===== config.mk =====
export PLATFORM = sky130hd
export DESIGN_NAME = statebase_ctrl
export DESIGN_NICKNAME = d
export VERILOG_FILES = /design/src/rtl/statebase_pkg.sv /design/src/rtl/statebase_tmo.sv /design/src/rtl/statebase_ctrl.sv
export SDC_FILE = /design/constraint.sdc
export NUM_CORES = 1
export LEC_CHECK = 0
export CAP_MARGIN = 0
export CORE_ASPECT_RATIO = 1.5
export CORE_MARGIN = 3
export CORE_UTILIZATION = 55
export CTS_CLUSTER_DIAMETER = 50
export CTS_CLUSTER_SIZE = 14
export DETAILED_ROUTE_END_ITERATION = 12
export GPL_ROUTABILITY_DRIVEN = 0
export PLACE_DENSITY_LB_ADDON = 0.2
export SETUP_SLACK_MARGIN = 0.5
export SLEW_MARGIN = 20
export SYNTH_ARGS = -nofsm -noshare
export SYNTH_HDL_FRONTEND = slang
export SYNTH_SLANG_ARGS = --single-unit

===== constraint.sdc =====
create_clock -name clk -period 2 [get_ports clk]
set_input_delay 0.5 -clock clk [delete_from_list [all_inputs] [get_ports clk]]
set_output_delay 0.5 -clock clk [all_outputs]
set_load 0.005 [all_outputs]

===== src/rtl/statebase_pkg.sv =====
// Shared definitions for the statebase command-side controller:
// sequencer state codes, controller FSM states, error codes, step successor.
package statebase_pkg;

  // Codes reported by the driven sequencer on state_c
  localparam logic [1:0] ST_IDLE    = 2'b00;
  localparam logic [1:0] ST_S1      = 2'b01;
  localparam logic [1:0] ST_S2      = 2'b10;
  localparam logic [1:0] ST_ILLEGAL = 2'b11;

  // Controller FSM states
  typedef enum logic [1:0] {
    C_IDLE  = 2'b00,
    C_PULSE = 2'b01,
    C_WAIT  = 2'b10,
    C_GAP   = 2'b11
  } ctrl_state_t;

  // err_code values
  localparam logic [1:0] ERR_NONE    = 2'd0;
  localparam logic [1:0] ERR_BAD_TGT = 2'd1;
  localparam logic [1:0] ERR_TIMEOUT = 2'd2;
  localparam logic [1:0] ERR_ILLEGAL = 2'd3;

  // Successor of a sequencer state after one en pulse; illegal maps to illegal
  function automatic logic [1:0] next_state(input logic [1:0] code);
    logic [1:0] nxt;
    case (code)
      ST_IDLE: nxt = ST_S1;
      ST_S1:   nxt = ST_S2;
      ST_S2:   nxt = ST_IDLE;
      default: nxt = ST_ILLEGAL;
    endcase
    return nxt;
  endfunction

endpackage


===== src/rtl/statebase_tmo.sv =====
// Loadable up-counter with clear/increment and a reached-limit flag.
// Used both as the per-step timeout counter and as the inter-pulse gap counter.
module statebase_tmo #(
  parameter int W = 8
) (
  input  logic         clk,
  input  logic         rst,
  input  logic         clr,
  input  logic         load,
  input  logic         inc,
  input  logic [W-1:0] load_val,
  input  logic [W-1:0] lim,
  output logic         hit
);

  logic [W-1:0] cnt;

  // Counter register: clear wins over load, load over increment; holds at all-ones
  always_ff @(posedge clk) begin
    if (rst || clr) begin
      cnt <= '0;
    end else if (load) begin
      cnt <= load_val;
    end else if (inc && (cnt != {W{1'b1}})) begin
      cnt <= cnt + W'(1);
    end
  end

  assign hit = (cnt == lim);

endmodule


===== src/rtl/statebase_ctrl.sv =====
// Command-side driver for the three-state en-stepped sequencer.
// Accepts a target state, issues single-cycle en pulses, and reports done/err.
// Optional build macro STATEBASE_CTRL_STEP_CNT_EN adds a saturating step_cnt output.
//
// Handshake: a command is taken on any rising clk edge where cmd_vld && cmd_rdy;
// cmd_rdy is high exactly while the controller is in C_IDLE and does not depend
// on cmd_vld. The producer must hold cmd_tgt stable while cmd_vld is high.
module statebase_ctrl
  import statebase_pkg::*;
#(
  parameter int TO_W   = 8,
  parameter int TO_MAX = 16,
  parameter int GAP    = 2
) (
  input  logic       clk,
  input  logic       rst,
  input  logic       cmd_vld,
  output logic       cmd_rdy,
  input  logic [1:0] cmd_tgt,
  input  logic [1:0] state_c,
  output logic       en,
  output logic       busy,
  output logic       done,
  output logic       err,
  output logic [1:0] err_code
`ifdef STATEBASE_CTRL_STEP_CNT_EN
  ,
  output logic [15:0] step_cnt
`endif
);

  localparam int GAP_W = 4;

  ctrl_state_t state_q, state_d;
  logic [1:0]  tgt_q, tgt_d;
  logic [1:0]  exp_q, exp_d;
  logic        en_q, en_d;
  logic        done_q, done_d;
  logic        err_q, err_d;
  logic [1:0]  code_q, code_d;
  logic        to_load, to_inc, to_hit;
  logic        gap_load, gap_inc, gap_hit;
  logic        in_idle;

  assign in_idle = (state_q == C_IDLE);

  // The timeout counter is loaded with 1 so it equals the number of C_WAIT
  // cycles spent, including the current one; it fires on the TO_MAX-th cycle.
  statebase_tmo #(.W(TO_W)) u_tmo (
    .clk      (clk),
    .rst      (rst),
    .clr      (in_idle),
    .load     (to_load),
    .inc      (to_inc),
    .load_val (TO_W'(1)),
    .lim      (TO_W'(TO_MAX)),
    .hit      (to_hit)
  );

  // Same counter type reused to count GAP idle cycles between en pulses
  statebase_tmo #(.W(GAP_W)) u_gap (
    .clk      (clk),
    .rst      (rst),
    .clr      (in_idle),
    .load     (gap_load),
    .inc      (gap_inc),
    .load_val (GAP_W'(1)),
    .lim      (GAP_W'(GAP)),
    .hit      (gap_hit)
  );

  // State and registered-output update
  always_ff @(posedge clk) begin
    if (rst) begin
      state_q <= C_IDLE;
      tgt_q   <= 2'b00;
      exp_q   <= 2'b00;
      en_q    <= 1'b0;
      done_q  <= 1'b0;
      err_q   <= 1'b0;
      code_q  <= ERR_NONE;
    end else begin
      state_q <= state_d;
      tgt_q   <= tgt_d;
      exp_q   <= exp_d;
      en_q    <= en_d;
      done_q  <= done_d;
      err_q   <= err_d;
      code_q  <= code_d;
    end
  end

  // Next-state and next-output decode
  always_comb begin
    state_d  = state_q;
    tgt_d    = tgt_q;
    exp_d    = exp_q;
    en_d     = 1'b0;
    done_d   = 1'b0;
    err_d    = 1'b0;
    code_d   = code_q;
    to_load  = 1'b0;
    to_inc   = 1'b0;
    gap_load = 1'b0;
    gap_inc  = 1'b0;
    case (state_q)
      C_IDLE: begin
        if (cmd_vld) begin
          tgt_d  = cmd_tgt;
          code_d = ERR_NONE;
          if (cmd_tgt == ST_ILLEGAL) begin
            err_d  = 1'b1;
            code_d = ERR_BAD_TGT;
          end else if (state_c == ST_ILLEGAL) begin
            err_d  = 1'b1;
            code_d = ERR_ILLEGAL;
          end else if (cmd_tgt == state_c) begin
            done_d = 1'b1;
          end else begin
            state_d = C_PULSE;
          end
        end
      end
      C_PULSE: begin
        en_d    = 1'b1;
        exp_d   = next_state(state_c);
        to_load = 1'b1;
        state_d = C_WAIT;
      end
      C_WAIT: begin
        to_inc = 1'b1;
        // An illegal expectation never counts as a match; it falls to the illegal check
        if ((state_c == exp_q) && (exp_q != ST_ILLEGAL)) begin
          if (exp_q == tgt_q) begin
            done_d  = 1'b1;
            state_d = C_IDLE;
          end else if (GAP == 0) begin
            state_d = C_PULSE;
          end else begin
            gap_load = 1'b1;
            state_d  = C_GAP;
          end
        end else if (state_c == ST_ILLEGAL) begin
          err_d   = 1'b1;
          code_d  = ERR_ILLEGAL;
          state_d = C_IDLE;
        end else if (to_hit) begin
          err_d   = 1'b1;
          code_d  = ERR_TIMEOUT;
          state_d = C_IDLE;
        end
      end
      C_GAP: begin
        if (gap_hit) begin
          state_d = C_PULSE;
        end else begin
          gap_inc = 1'b1;
        end
      end
      default: state_d = C_IDLE;
    endcase
  end

  assign cmd_rdy  = in_idle;
  assign busy     = !in_idle;
  assign en       = en_q;
  assign done     = done_q;
  assign err      = err_q;
  assign err_code = code_q;

`ifdef STATEBASE_CTRL_STEP_CNT_EN
  // Count every en pulse as it is registered; saturate, cleared only by rst
  always_ff @(posedge clk) begin
    if (rst) begin
      step_cnt <= 16'h0000;
    end else if (en_d && (step_cnt != 16'hFFFF)) begin
      step_cnt <= step_cnt + 16'h0001;
    end
  end
`else
  // No step counter in this build
`endif

endmodule


==> flow_results.org <==
** Clock network
- Total number of clock tree sinks :: 23
- For the worst-skew pair, the clock arrives at the later sink with an insertion delay of 330 ps.
- Hold-fix buffers at CTS :: 0
- The tree is rooted in a sky130_fd_sc_hd__clkbuf_4.
- The number of clock buffers added by TritonCTS is 3.
- CTS built an H-tree with a depth of 1.
- Largest buffer count on any clock path :: 2
- Register clock-pin slew on the reported worst setup and hold paths :: 140 ps
- TritonCTS built the clock tree.

** Place
- Before CTS, the worst setup slack after placement is -350 ps.
- The count of buffers added on input and output ports is 13.
- Detailed-placement wirelength estimate :: 2.29 mm

** Power and ir drop
- VDD sags by at most 663 µV.
- Power density of the placed cells :: 812 mW/mm²
- Of the total power, the share spent switching nets is 0.383.
- The share of total power dissipated in combinational logic is 0.503.
- Power after layout :: 1620 µW
- The internal power of the cells totals 997 µW.
- Portion of total power attributed to the clock network :: 0.142
- In this run the static leakage power is 0.000829 µW.
- The share of total power dissipated in sequential elements is 0.356.
- For this design the total switching power over the nets is 620 µW.

** Yosys
- For this run, the register share of the synthesized area comes to 0.346.
- Register bit total from synthesis :: 23
- A synthesized cell averages 8.59 µm².
- Summed instance area of the synthesized netlist :: 0.00133 mm²
- Sorting the synthesized cells by area gives the leading types as sky130_fd_sc_hd__dfxtp_1 35%, sky130_fd_sc_hd__ha_1 9.4%, sky130_fd_sc_hd__nor2_1 6.2%.
- Synthesis produced 155 cells.
- Cell type with the largest total area after synthesis :: sky130_fd_sc_hd__dfxtp_1
- The share of synthesized area in the top cell type comes to 0.346.
- Number of flops mapped to enable cells by yosys :: 0
- The number of nets handed over by synthesis was 172.
- Async S/R FF share, synth :: 0
- Yosys mapped the design onto 37 distinct sky130hd cell types.
- Count of synthesis-stage warnings from yosys :: 0
- Among all flip-flop cells after synthesis, the most frequent one is sky130_fd_sc_hd__dfxtp_1.

** STA
- The clock period could shrink to 1700 ps.
- The final max-slew violation count is 0.
- For the pin with the worst max-slew slack, the measured transition is 440 ps.
- Worst Setup Slack, final :: 300 ps
- Across all hold checks on the routed design, the worst slack comes to 512 ps.
- Across the routed clock network, the largest skew measured is 11.6 ps.
- Setup repair after global routing missed its margin :: yes
- In the finished design, the share of the clock period the worst path needs comes to 0.850.
- Hold violation count in the final report :: 0
- Measured against its own limit, the worst slew margin works out to 0.706.
- Final setup vio count :: 0
- Maximum frequency from static timing analysis :: 0.588 GHz

** Final layout
- Net count, final :: 226
- Layout-stage area growth over the synthesis result :: 49.5%
- In the final layout, the share of cells above drive strength 1 is 0.457.
- The number of antenna diodes in the final layout is 0.

** Critical path
- Worst path required time :: 2260 ps
- CP endpoint kind :: flip-flop
- Critical path launch point type :: primary input
- Data on the critical path arrives at its endpoint at 1960 ps.
- Measured in cells, the most critical reg-to-reg path has a length of 7.
- Setup Crit Path Kind :: primary input to flip-flop
- Highest net fanout along the worst path :: 6

** Global route
- The number of antenna violations at the first check in global routing was 0.
- First-pass GRT wire length :: 6.18 mm
- Global routing finished with a remaining overflow of 0.
- Entering global routing, the biggest net connects 14 pins.
- Gr usage total :: 0.285
- The number of global-route vias before repair came to 1,384.

** Die
- Row cnt :: 21
- The die is 46.2 µm wide.
- Top-level I/O count :: 14
- The floorplan step defined a die boundary enclosing 0.00306 mm².
- Vertical die dimension :: 66.3 µm
- Effective utilization at floorplan :: 0.589
- Placeable core area :: 0.00226 mm²

** Routing
- Dividing the detail-routed via count by the number of cells gives 6.03.
- The first TritonRoute pass finished after 6 iterations.
- Total wire length after detailed routing :: 4.54 mm
- Remaining DRCs :: 0
- After detailed routing, the average wire length per cell comes to 19.7 µm.
- Vias :: 1,394
- In this run, the number of DRC markers left after iteration 0 of detailed routing was 64.
- In this run the remaining antenna-violating nets after routing total 0.

** Hold path
- The min-delay analysis places its worst path in the category flip-flop to flip-flop.
- Worst hold stages :: 2

** Status
- The flow ran to the end, and the final reports show no timing, DRC or antenna violations.

** Job
- Max-capacitance violation count :: 0
Yosys cell counts (all sizes together) (4+ instances only):
| master | count |
|---|---|
| nor2 | 22 |
| a21oi | 10 |
| xnor2 | 9 |
| nand3 | 5 |
| nand4 | 4 |
| ha | 10 |
| mux2i | 4 |
| nand2b | 4 |
| dfxtp | 23 |
| xor2 | 4 |
| inv | 14 |
| nand2 | 15 |
cell usage in the layout (no fill, tap or decap), drive strengths merged, types with 2 or more instances in the layout:
cell,netlist,layout
a211oi,2,2
nand2b,4,4
buf,1,39
a21boi,2,2
nand3,5,5
clkdlybuf4s15,0,2
o21ai,2,2
dlygate4sd2,0,6
ha,10,10
a31oi,3,3
nor2,22,22
dfxtp,23,23
nor3,3,3
mux2i,4,4
inv,14,14
xnor2,9,9
and3,2,2
nand2,15,15
nand4,4,4
clkbuf,1,4
xor2,4,4
a21oi,10,10
clkdlybuf4s50,0,2
routing by layer:
metal | vias up | part of all wire | track usage
li1 | 641 | - | -
met1 | 653 | 0.35 | 0.251
met2 | 67 | 0.54 | 0.510
met3 | 33 | 0.035 | 0.0599
met4 | 0 | 0.074 | 0.231
met5 | - | 0 | 0
flip-flops by register name, indices dropped and copies added, names as in the netlist, 2 cells and up:
signal     count
tgt_q          2
state_q        2
exp_q          2
u_tmo.cnt      8
err_code       2
u_gap.cnt      4
power by group through the flow:
stage	clock network [µW]	registers, µW	logic, µW
after global placement	0	568	500
after detailed placement	0	571	514
after CTS	221	563	656
after floorplan	0	560	335
final	229	575	812
after global routing	244	579	849
stage by stage:
| stage | area, µm² | utilization | TNS [ps] | cells |
|---|---|---|---|---|
| finish | 1990 | 0.881 | 0 | 231 |
| CTS | 1880 | 0.831 | 0 | 224 |
| detailed placement | 1620 | 0.718 | -2070 | 201 |
| floorplan | 1390 | - | 0 | 155 |
| global route | 1990 | 0.881 | 0 | 231 |
| global placement | 1620 | 0.718 | -1630 | 201 |
worst paths after layout:
kind,from,endpoint,slack (ps)
min,tgt_q[1],tgt_q[1],510
max reg2reg,state_q[1],state_q[1],310
min reg2reg,tgt_q[1],tgt_q[1],510
max,state_c[1],state_q[1],300
what timing repair did:
action | CTS | global route
setup endpoints to repair | 24 | 20
cloned | 0 | 0
resized for setup | 44 | 26
endpoints found under the hold margin | 0 | 0
setup buffers | 19 | 7
pin swaps | 10 | 12
kinds of logic after synthesis:
family          after synthesis  synth area share
simple gates                 59             0.226
buf+inv                      16            0.0460
xor+xnor                     13            0.0855
fa+ha+maj                    10            0.0940
compound gates               29             0.164
flops                        23             0.346
mux                           5            0.0385
area by class of cell:
cell class,instances,area [µm²]
clock inverter,1,5.00
multi-input combinational,116,982
sequential,23,474
clock buffer,3,22.5
inverter,14,57.6
fill,96,269
tap,23,28.8
timing repair buffer,51,420
critical path, stage by stage:
cell,delay [ps]
sky130_fd_sc_hd__clkdlybuf4s15_2,260
sky130_fd_sc_hd__xnor2_2,330
sky130_fd_sc_hd__a211oi_4,140
sky130_fd_sc_hd__a221oi_2,360
sky130_fd_sc_hd__buf_4,180
sky130_fd_sc_hd__mux2i_1,180
Note: power is estimated with default switching activity, not from simulation.
